--- src/rtl/sram_bus_arbiter_pkg.sv ---
`default_nettype none
// +----------------------------------------------------------------------+
// | sram_bus_arbiter_pkg : shared IDs, size encodings and lock states.   |
// | Revision: 1.0                                                        |
// +----------------------------------------------------------------------+
package sram_bus_arbiter_pkg;

    typedef logic req_id_t;

    localparam req_id_t REQ_ID_INST = 1'b0;
    localparam req_id_t REQ_ID_DATA = 1'b1;

    localparam logic [1:0] SIZE_BYTE = 2'd0;
    localparam logic [1:0] SIZE_HALF = 2'd1;
    localparam logic [1:0] SIZE_WORD = 2'd2;

    localparam int OUTSTANDING_DEFAULT = 4;

    typedef enum logic [0:0] {
        LOCK_FREE = 1'b0,
        LOCK_HELD = 1'b1
    } lock_state_e;

endpackage
`default_nettype wire

--- src/rtl/sram_bus_arbiter_if.sv ---
`default_nettype none
// +----------------------------------------------------------------------+
// | sram_bus_arbiter_if : one SRAM-like req/addr_ok/data_ok channel.     |
// | Revision: 1.0                                                        |
// +----------------------------------------------------------------------+
interface sram_bus_arbiter_if;
    logic        req;
    logic        wr;
    logic [1:0]  size;
    logic [3:0]  wstrb;
    logic [31:0] addr;
    logic [31:0] wdata;
    logic        addr_ok;
    logic        data_ok;
    logic [31:0] rdata;

    modport master (
        output req, wr, size, wstrb, addr, wdata,
        input  addr_ok, data_ok, rdata
    );

    modport slave (
        input  req, wr, size, wstrb, addr, wdata,
        output addr_ok, data_ok, rdata
    );
endinterface
`default_nettype wire

--- src/rtl/sram_id_fifo.sv ---
`default_nettype none
// +----------------------------------------------------------------------+
// | sram_id_fifo : synchronous FIFO with combinational head, WIDTH x DEPTH.|
// | Revision: 1.0                                                        |
// +----------------------------------------------------------------------+
module sram_id_fifo #(
    parameter int WIDTH = 1,
    parameter int DEPTH = 4,
    parameter int PTR_W = $clog2(DEPTH)
) (
    input  wire logic             clk,
    input  wire logic             reset,
    input  wire logic             push,
    input  wire logic [WIDTH-1:0] din,
    input  wire logic             pop,
    output logic      [WIDTH-1:0] head,
    output logic      [PTR_W:0]   count,
    output logic                  full,
    output logic                  empty
);

    logic [WIDTH-1:0] mem_q [DEPTH];
    logic [WIDTH-1:0] mem_d [DEPTH];
    logic [PTR_W-1:0] wr_ptr_q, wr_ptr_d;
    logic [PTR_W-1:0] rd_ptr_q, rd_ptr_d;
    logic [PTR_W:0]   count_q, count_d;

    // Depth is a power of two, so pointers wrap by natural overflow.
    always_comb begin
        mem_d    = mem_q;
        wr_ptr_d = wr_ptr_q;
        rd_ptr_d = rd_ptr_q;
        count_d  = count_q;
        if (push) begin
            mem_d[wr_ptr_q] = din;
            wr_ptr_d        = wr_ptr_q + 1'b1;
        end
        if (pop) begin
            rd_ptr_d = rd_ptr_q + 1'b1;
        end
        case ({push, pop})
            2'b10:   count_d = count_q + 1'b1;
            2'b01:   count_d = count_q - 1'b1;
            default: count_d = count_q;
        endcase
    end

    always_ff @(posedge clk) begin
        if (reset) begin
            wr_ptr_q <= '0;
            rd_ptr_q <= '0;
            count_q  <= '0;
        end else begin
            wr_ptr_q <= wr_ptr_d;
            rd_ptr_q <= rd_ptr_d;
            count_q  <= count_d;
        end
        mem_q <= mem_d;
    end

    assign head  = mem_q[rd_ptr_q];
    assign count = count_q;
    assign full  = (count_q == (PTR_W+1)'(DEPTH));
    assign empty = (count_q == '0);

endmodule
`default_nettype wire

--- src/rtl/sram_bus_arbiter.sv ---
`default_nettype none
// +----------------------------------------------------------------------+
// | sram_bus_arbiter : shares one SRAM-like port between fetch and LSU.  |
// | Revision: 1.0                                                        |
// +----------------------------------------------------------------------+
module sram_bus_arbiter
    import sram_bus_arbiter_pkg::*;
#(
    parameter int OUTSTANDING = OUTSTANDING_DEFAULT,
    parameter int PTR_W       = $clog2(OUTSTANDING)
) (
    input  wire logic          clk,
    input  wire logic          reset,
    sram_bus_arbiter_if.slave  i_port,
    sram_bus_arbiter_if.slave  d_port,
    sram_bus_arbiter_if.master m_port,
    output logic [PTR_W:0]     outstanding_cnt,
    output logic               resp_err
);

    lock_state_e lock_state_q, lock_state_d;
    req_id_t     lock_id_q, lock_id_d;
    logic        resp_err_q, resp_err_d;

    logic        grant_i, grant_d, m_req;
    logic        fifo_push, fifo_pop, fifo_full, fifo_empty;
    req_id_t     push_id, head_id;
    logic        lock_active;

    // The fetch port never writes; its write fields are intentionally ignored.
    logic unused_i_fields;
    assign unused_i_fields = ^{i_port.wr, i_port.wstrb, i_port.wdata};

    always_comb begin
        lock_active = (lock_state_q == LOCK_HELD);
        grant_d = ~reset & d_port.req & ~fifo_full
                & (~lock_active | (lock_id_q == REQ_ID_DATA));
        grant_i = ~reset & i_port.req & ~fifo_full & ~grant_d
                & (~lock_active | (lock_id_q == REQ_ID_INST));
        m_req   = grant_d | grant_i;

        push_id   = grant_d ? REQ_ID_DATA : REQ_ID_INST;
        fifo_push = m_req & m_port.addr_ok;
        fifo_pop  = ~reset & m_port.data_ok & ~fifo_empty;
    end

    // Lock holds the downstream request stable until the address is accepted.
    // A dropped request also drops m_req, which releases the lock here.
    always_comb begin
        lock_state_d = LOCK_FREE;
        lock_id_d    = lock_id_q;
        resp_err_d   = resp_err_q | (m_port.data_ok & fifo_empty);
        if (m_req && !m_port.addr_ok) begin
            lock_state_d = LOCK_HELD;
            lock_id_d    = push_id;
        end
    end

    always_ff @(posedge clk) begin
        if (reset) begin
            lock_state_q <= LOCK_FREE;
            lock_id_q    <= REQ_ID_INST;
            resp_err_q   <= 1'b0;
        end else begin
            lock_state_q <= lock_state_d;
            lock_id_q    <= lock_id_d;
            resp_err_q   <= resp_err_d;
        end
    end

    sram_id_fifo #(
        .WIDTH (1),
        .DEPTH (OUTSTANDING)
    ) u_id_fifo (
        .clk   (clk),
        .reset (reset),
        .push  (fifo_push),
        .din   (push_id),
        .pop   (fifo_pop),
        .head  (head_id),
        .count (outstanding_cnt),
        .full  (fifo_full),
        .empty (fifo_empty)
    );

    assign m_port.req   = m_req;
    assign m_port.wr    = grant_d & d_port.wr;
    assign m_port.size  = grant_d ? d_port.size  : (grant_i ? i_port.size : 2'b00);
    assign m_port.wstrb = grant_d ? d_port.wstrb : 4'b0000;
    assign m_port.addr  = grant_d ? d_port.addr  : (grant_i ? i_port.addr : 32'h0);
    assign m_port.wdata = grant_d ? d_port.wdata : 32'h0;

    assign i_port.addr_ok = grant_i & m_port.addr_ok;
    assign d_port.addr_ok = grant_d & m_port.addr_ok;
    assign i_port.data_ok = fifo_pop & (head_id == REQ_ID_INST);
    assign d_port.data_ok = fifo_pop & (head_id == REQ_ID_DATA);
    assign i_port.rdata   = m_port.rdata;
    assign d_port.rdata   = m_port.rdata;

    assign resp_err = resp_err_q;

endmodule
`default_nettype wire

--- src/flat_wrapper.sv ---
// flat-port wrapper written by rule: the top's interface ports become plain ports
module sram_bus_arbiter_flat import sram_bus_arbiter_pkg::*;
#(
    parameter int OUTSTANDING = OUTSTANDING_DEFAULT,
    parameter int PTR_W       = $clog2(OUTSTANDING)
)
  (clk, reset, outstanding_cnt, resp_err, i_port_req, i_port_wr, i_port_size, i_port_wstrb, i_port_addr, i_port_wdata, i_port_addr_ok, i_port_data_ok, i_port_rdata, d_port_req, d_port_wr, d_port_size, d_port_wstrb, d_port_addr, d_port_wdata, d_port_addr_ok, d_port_data_ok, d_port_rdata, m_port_req, m_port_wr, m_port_size, m_port_wstrb, m_port_addr, m_port_wdata, m_port_addr_ok, m_port_data_ok, m_port_rdata);
  sram_bus_arbiter_if i_port_i ();
  sram_bus_arbiter_if d_port_i ();
  sram_bus_arbiter_if m_port_i ();
  input  wire logic clk;
  input  wire logic reset;
  output logic [PTR_W:0] outstanding_cnt;
  output logic resp_err;
  input wire logic [$bits(i_port_i.req)-1:0] i_port_req;
  input wire logic [$bits(i_port_i.wr)-1:0] i_port_wr;
  input wire logic [$bits(i_port_i.size)-1:0] i_port_size;
  input wire logic [$bits(i_port_i.wstrb)-1:0] i_port_wstrb;
  input wire logic [$bits(i_port_i.addr)-1:0] i_port_addr;
  input wire logic [$bits(i_port_i.wdata)-1:0] i_port_wdata;
  output wire logic [$bits(i_port_i.addr_ok)-1:0] i_port_addr_ok;
  output wire logic [$bits(i_port_i.data_ok)-1:0] i_port_data_ok;
  output wire logic [$bits(i_port_i.rdata)-1:0] i_port_rdata;
  input wire logic [$bits(d_port_i.req)-1:0] d_port_req;
  input wire logic [$bits(d_port_i.wr)-1:0] d_port_wr;
  input wire logic [$bits(d_port_i.size)-1:0] d_port_size;
  input wire logic [$bits(d_port_i.wstrb)-1:0] d_port_wstrb;
  input wire logic [$bits(d_port_i.addr)-1:0] d_port_addr;
  input wire logic [$bits(d_port_i.wdata)-1:0] d_port_wdata;
  output wire logic [$bits(d_port_i.addr_ok)-1:0] d_port_addr_ok;
  output wire logic [$bits(d_port_i.data_ok)-1:0] d_port_data_ok;
  output wire logic [$bits(d_port_i.rdata)-1:0] d_port_rdata;
  output wire logic [$bits(m_port_i.req)-1:0] m_port_req;
  output wire logic [$bits(m_port_i.wr)-1:0] m_port_wr;
  output wire logic [$bits(m_port_i.size)-1:0] m_port_size;
  output wire logic [$bits(m_port_i.wstrb)-1:0] m_port_wstrb;
  output wire logic [$bits(m_port_i.addr)-1:0] m_port_addr;
  output wire logic [$bits(m_port_i.wdata)-1:0] m_port_wdata;
  input wire logic [$bits(m_port_i.addr_ok)-1:0] m_port_addr_ok;
  input wire logic [$bits(m_port_i.data_ok)-1:0] m_port_data_ok;
  input wire logic [$bits(m_port_i.rdata)-1:0] m_port_rdata;
  assign i_port_i.req = i_port_req;
  assign i_port_i.wr = i_port_wr;
  assign i_port_i.size = i_port_size;
  assign i_port_i.wstrb = i_port_wstrb;
  assign i_port_i.addr = i_port_addr;
  assign i_port_i.wdata = i_port_wdata;
  assign i_port_addr_ok = i_port_i.addr_ok;
  assign i_port_data_ok = i_port_i.data_ok;
  assign i_port_rdata = i_port_i.rdata;
  assign d_port_i.req = d_port_req;
  assign d_port_i.wr = d_port_wr;
  assign d_port_i.size = d_port_size;
  assign d_port_i.wstrb = d_port_wstrb;
  assign d_port_i.addr = d_port_addr;
  assign d_port_i.wdata = d_port_wdata;
  assign d_port_addr_ok = d_port_i.addr_ok;
  assign d_port_data_ok = d_port_i.data_ok;
  assign d_port_rdata = d_port_i.rdata;
  assign m_port_req = m_port_i.req;
  assign m_port_wr = m_port_i.wr;
  assign m_port_size = m_port_i.size;
  assign m_port_wstrb = m_port_i.wstrb;
  assign m_port_addr = m_port_i.addr;
  assign m_port_wdata = m_port_i.wdata;
  assign m_port_i.addr_ok = m_port_addr_ok;
  assign m_port_i.data_ok = m_port_data_ok;
  assign m_port_i.rdata = m_port_rdata;
  sram_bus_arbiter #(.OUTSTANDING(OUTSTANDING), .PTR_W(PTR_W)) u_core (.clk(clk), .reset(reset), .i_port(i_port_i), .d_port(d_port_i), .m_port(m_port_i), .outstanding_cnt(outstanding_cnt), .resp_err(resp_err));
endmodule
--- config.mk ---
export PLATFORM = sky130hd
export DESIGN_NAME = sram_bus_arbiter_flat
export DESIGN_NICKNAME = d
export VERILOG_FILES = /design/src/rtl/sram_bus_arbiter_pkg.sv /design/src/rtl/sram_bus_arbiter_if.sv /design/src/rtl/sram_id_fifo.sv /design/src/rtl/sram_bus_arbiter.sv /design/src/flat_wrapper.sv
export SDC_FILE = /design/constraint.sdc
export NUM_CORES = 1
export LEC_CHECK = 0
export CAP_MARGIN = 20
export CORE_AREA = 5 5 123 125
export CTS_CLUSTER_DIAMETER = 200
export DETAILED_ROUTE_END_ITERATION = 8
export DIE_AREA = 0 0 128 130
export DONT_BUFFER_PORTS = 1
export PLACE_DENSITY = 0.4
export REMOVE_ABC_BUFFERS = 1
export SLEW_MARGIN = 15
export SYNTH_ARGS = -nofsm -noshare
export SYNTH_HDL_FRONTEND = slang
export SYNTH_SLANG_ARGS = --single-unit
--- constraint.sdc ---
create_clock -name clk -period 2.2 [get_ports clk]
set_clock_uncertainty 0.15 [all_clocks]
set_input_delay 0.11 -clock clk [delete_from_list [all_inputs] [get_ports clk]]
set_output_delay 0.11 -clock clk [all_outputs]
set_load 0.03 [all_outputs]
==> impl_results.md <==
- WP buf/inv: 2
- Status: finished with violations
- CP Max Fanout: 2
- Crit path setup slack, layout: -0.0397 ns
- Final period util: 102%
- Crit-path max cell delay: roughly 0.36 ns
- Power share of the sequential group: around 22%
- EDFF count, synth: 4
- Yosys top cell area share: 21.5%
- CTS tree: built
- RD Place Congestion: between 0.8 and 0.9
- Clk Latency, worst-skew pair: 0.24 ns
- Tmin final: 2.24 ns
- Hold path startpoint: reset
- Internal: about 830 uW
- Synth top area cells: buf_4 (22%), a22oi_2 (17%), and3_1 (12%), dfxtp_1 (9.0%), nor2_2 (8.4%)
- Arrival time worst endpoint: between 2 and 2.5 ns
- Detailed Route Iter0 Violations: 94
- Sw Share: around 40%
- Routed WL: roughly 17 mm
- Final Power: 1.38 mW
- IO Pins: around 320
- Number of max-cap violations: 0
- Yosys reg bits: 14
- # diodes: 0
- Final TNS setup: -0.0397 ns
- Reg-to-Reg Start: u_core.lock_id_q
- Fmax: 446 MHz
- Clock share of power: between 20% and 30%
- Comb power frac: between 50% and 60%
- Cell Pwr Density: approximately 440 nW/um^2
- Worst Setup End Kind: flip-flop
- Die Ht: 130 um
- Largest area contributor in the netlist: buf_4
- Dominant synthesized flop cell: dfxtp_1
- Worst path slowest cell: dfxtp_4
- DRC: 0
- Core Area: 13800 um^2
- Maximum clock path buffer count: 2
- Setup-failing EPs final: 1
- Site Rows: 43
- Hpwl dp: 14.6 mm
- Clock sink total: 14
- Most frequent cells in the layout: and3_1 (42), buf_4 (39), a22oi_2 (34)
- Worst Hold Class: primary input to flip-flop
- All-layer global routing usage: 19.6%
- Crit path from: u_core.lock_id_q
- Num CTS Buffers: 3
- Post-synth ARST share: 0%
- Initial antenna violation count: 0
- Largest net degree at the start of global routing: 41
- Type of origin of the critical path: flip-flop
- Yosys cell types: 37
- Initial Utilization: 16.2%
- Critical path class: flip-flop to flip-flop
- Cells along the critical path: mux2i_4 > a2111oi_4 > and2_4 > inv_4 > ha_4 > inv_2 > fa_2 > xor2_1 > or3_1 > a21oi_2
- Least-Margin Pin Slew: approximately 0.55 ns
- Most common cell after layout, fill and taps aside: and3_1
- Final hold slack: -0.229 ns
- Drt wl/cell: around 39 um
- Unrepaired setup endpoints after global routing: true
- Nets: roughly 460
- Final count of pins violating max slew: 0
- Htree depth: 1
- Peak VDD IR: 0.000193 V
- Grt total ovfl: 0
- Layout cells sized above 1: between 60 and 70%
- Area of the multi-input gates: ~1400 um^2
- Sw Pwr: roughly 550 uW
- Mean Syn Cell Area: between 8 and 9 um^2
- Via density: between 4 and 5
- DRT Pass-1 Iters: 4
- Seq/Total Area, Yosys: between 10% and 20%
- IO Port Bufs: 0
- Antenna Nets Post-Route: 0
- Critical path data required time: 2.23 ns
- Fillers: approximately 1500
- CTS clk-pin slew, worst paths: roughly 0.05 ns
- Rel. slew slack: 63.5%
- Crit-path leading delay family: simple AND/OR/NAND/NOR gates
- Failing checks: hold timing, setup timing
- FF/Latch Area: 329 um^2
- First-pass GRT wire length: between 20 and 25 mm
- Via count: 2089
- Root Buffer: clkbuf_16
- Final core area utilization: a little under a quarter
- Final instance area: 3140 um^2
- Area delta synth->final: 40.3%
- Final Hold Viols: 8
- Leak pwr: between 1 and 1.5 nW
- Die W: around 130 um
- Die area: 16600 um^2
- Yosys warns: 0
- Placement Cell Area: ~2600 um^2
- Syn Inst Count: approximately 270
- Mapped Area: 2230 um^2
- Number of global-route vias before repair: 2211
power groups by stage:
stage,combinational [mW],clock [mW],sequential [mW]
6_report,0.732,0.351,0.299
5_1_grt,0.779,0.371,0.300
4_1_cts,0.695,0.360,0.300
3_5_place_dp,0.626,0,0.305
3_3_place_gp,0.620,0,0.304
2_1_floorplan,0.360,0,0.314
logic make-up (layout without fill, tap and decap cells):
| kind of cell | Yosys count | count (layout) | synth area share, % |
|---|---|---|---|
| compound gates | 45 | 45 | 22.8 |
| simple gates | 103 | 104 | 27.6 |
| flops | 14 | 14 | 14.3 |
| buf+inv | 92 | 94 | 28.5 |
| xor+xnor | 3 | 3 | 1.18 |
| mux | 3 | 3 | 1.90 |
| fa+ha+maj | 6 | 6 | 3.70 |
flip-flops by register name, summed over array words and instances (netlist names):
name and cells:
u_core.lock_id_q 1, u_core.u_id_fifo.rd_ptr_q 2, u_core.u_id_fifo.mem_q 4, u_core.u_id_fifo.count 3, u_core.u_id_fifo.wr_ptr_q 2, u_core.resp_err 1
u_core.lock_active 1
metrics by stage:
stage	setup slack [ns]	instances
after global routing	-0.142	449
final	-0.0397	449
after global placement	-0.152	422
after CTS	-0.0584	441
after floorplan	-4.12	181
after detailed placement	-0.178	422
cell usage after synthesis (all sizes together), types with 2 or more instances:
library cell / count
buf: 75
inv: 7
and3: 43
xor2: 2
nand2: 2
a22oi: 34
nand2b: 3
and2: 3
dfxtp: 10
nor3: 2
clkbuf: 10
a21oi: 4
nor2: 41
ha: 5
o21ai: 2
nand3: 3
nor3b: 2
mux2i: 2
edfxtp: 4
per-layer routing:
layer / track usage [%] / share of wire, %
met1: 18.9 / 32
met2: 28.5 / 41
met3: 22.9 / 26
met4: 1.56 / 0.33
met5: 3.24 / 0.30
area by class of cell:
class                           count  area share, %
Clock inverter                      1          0.120
Tap cell                          180           7.18
Timing Repair Buffer               83           33.4
Multi-Input combinational cell    161           45.5
Inverter                            7          0.918
Sequential cell                    14           10.5
Clock buffer                        3           2.39
worst register-to-register path: stages, from the launching register on:
cell	delay [ns]
dfxtp_4	0.36
mux2i_4	0.26
a2111oi_4	0.10
and2_4	0.16
inv_4	0.05
ha_4	0.12
inv_2	0.04
fa_2	0.32
xor2_1	0.16
or3_1	0.34
a21oi_2	0.12
path summary, 6_finish.rpt:
kind	slack (ns)	depth (start not counted)	end
worst min register to register	0.35	1	u_core.u_id_fifo.rd_ptr_q[1]
worst max-delay path	-0.04	10	u_core.u_id_fifo.count[2]
worst max register to register	-0.04	10	u_core.u_id_fifo.count[2]
worst min-delay path	-0.23	1	u_core.u_id_fifo.count[1]
timing repair:
item | 4_1_cts | 5_1_grt
hold endpoints to repair | 14 | 9
buffers inserted | 5 | 5
gates resized for setup | 28 | 20
pin swaps | 6 | 8
cloned | 4 | 3
setup endpoints to repair | 60 | 29
hold buffers | 6 | 1
No activity file was read; power rests on OpenSTA's default activity.
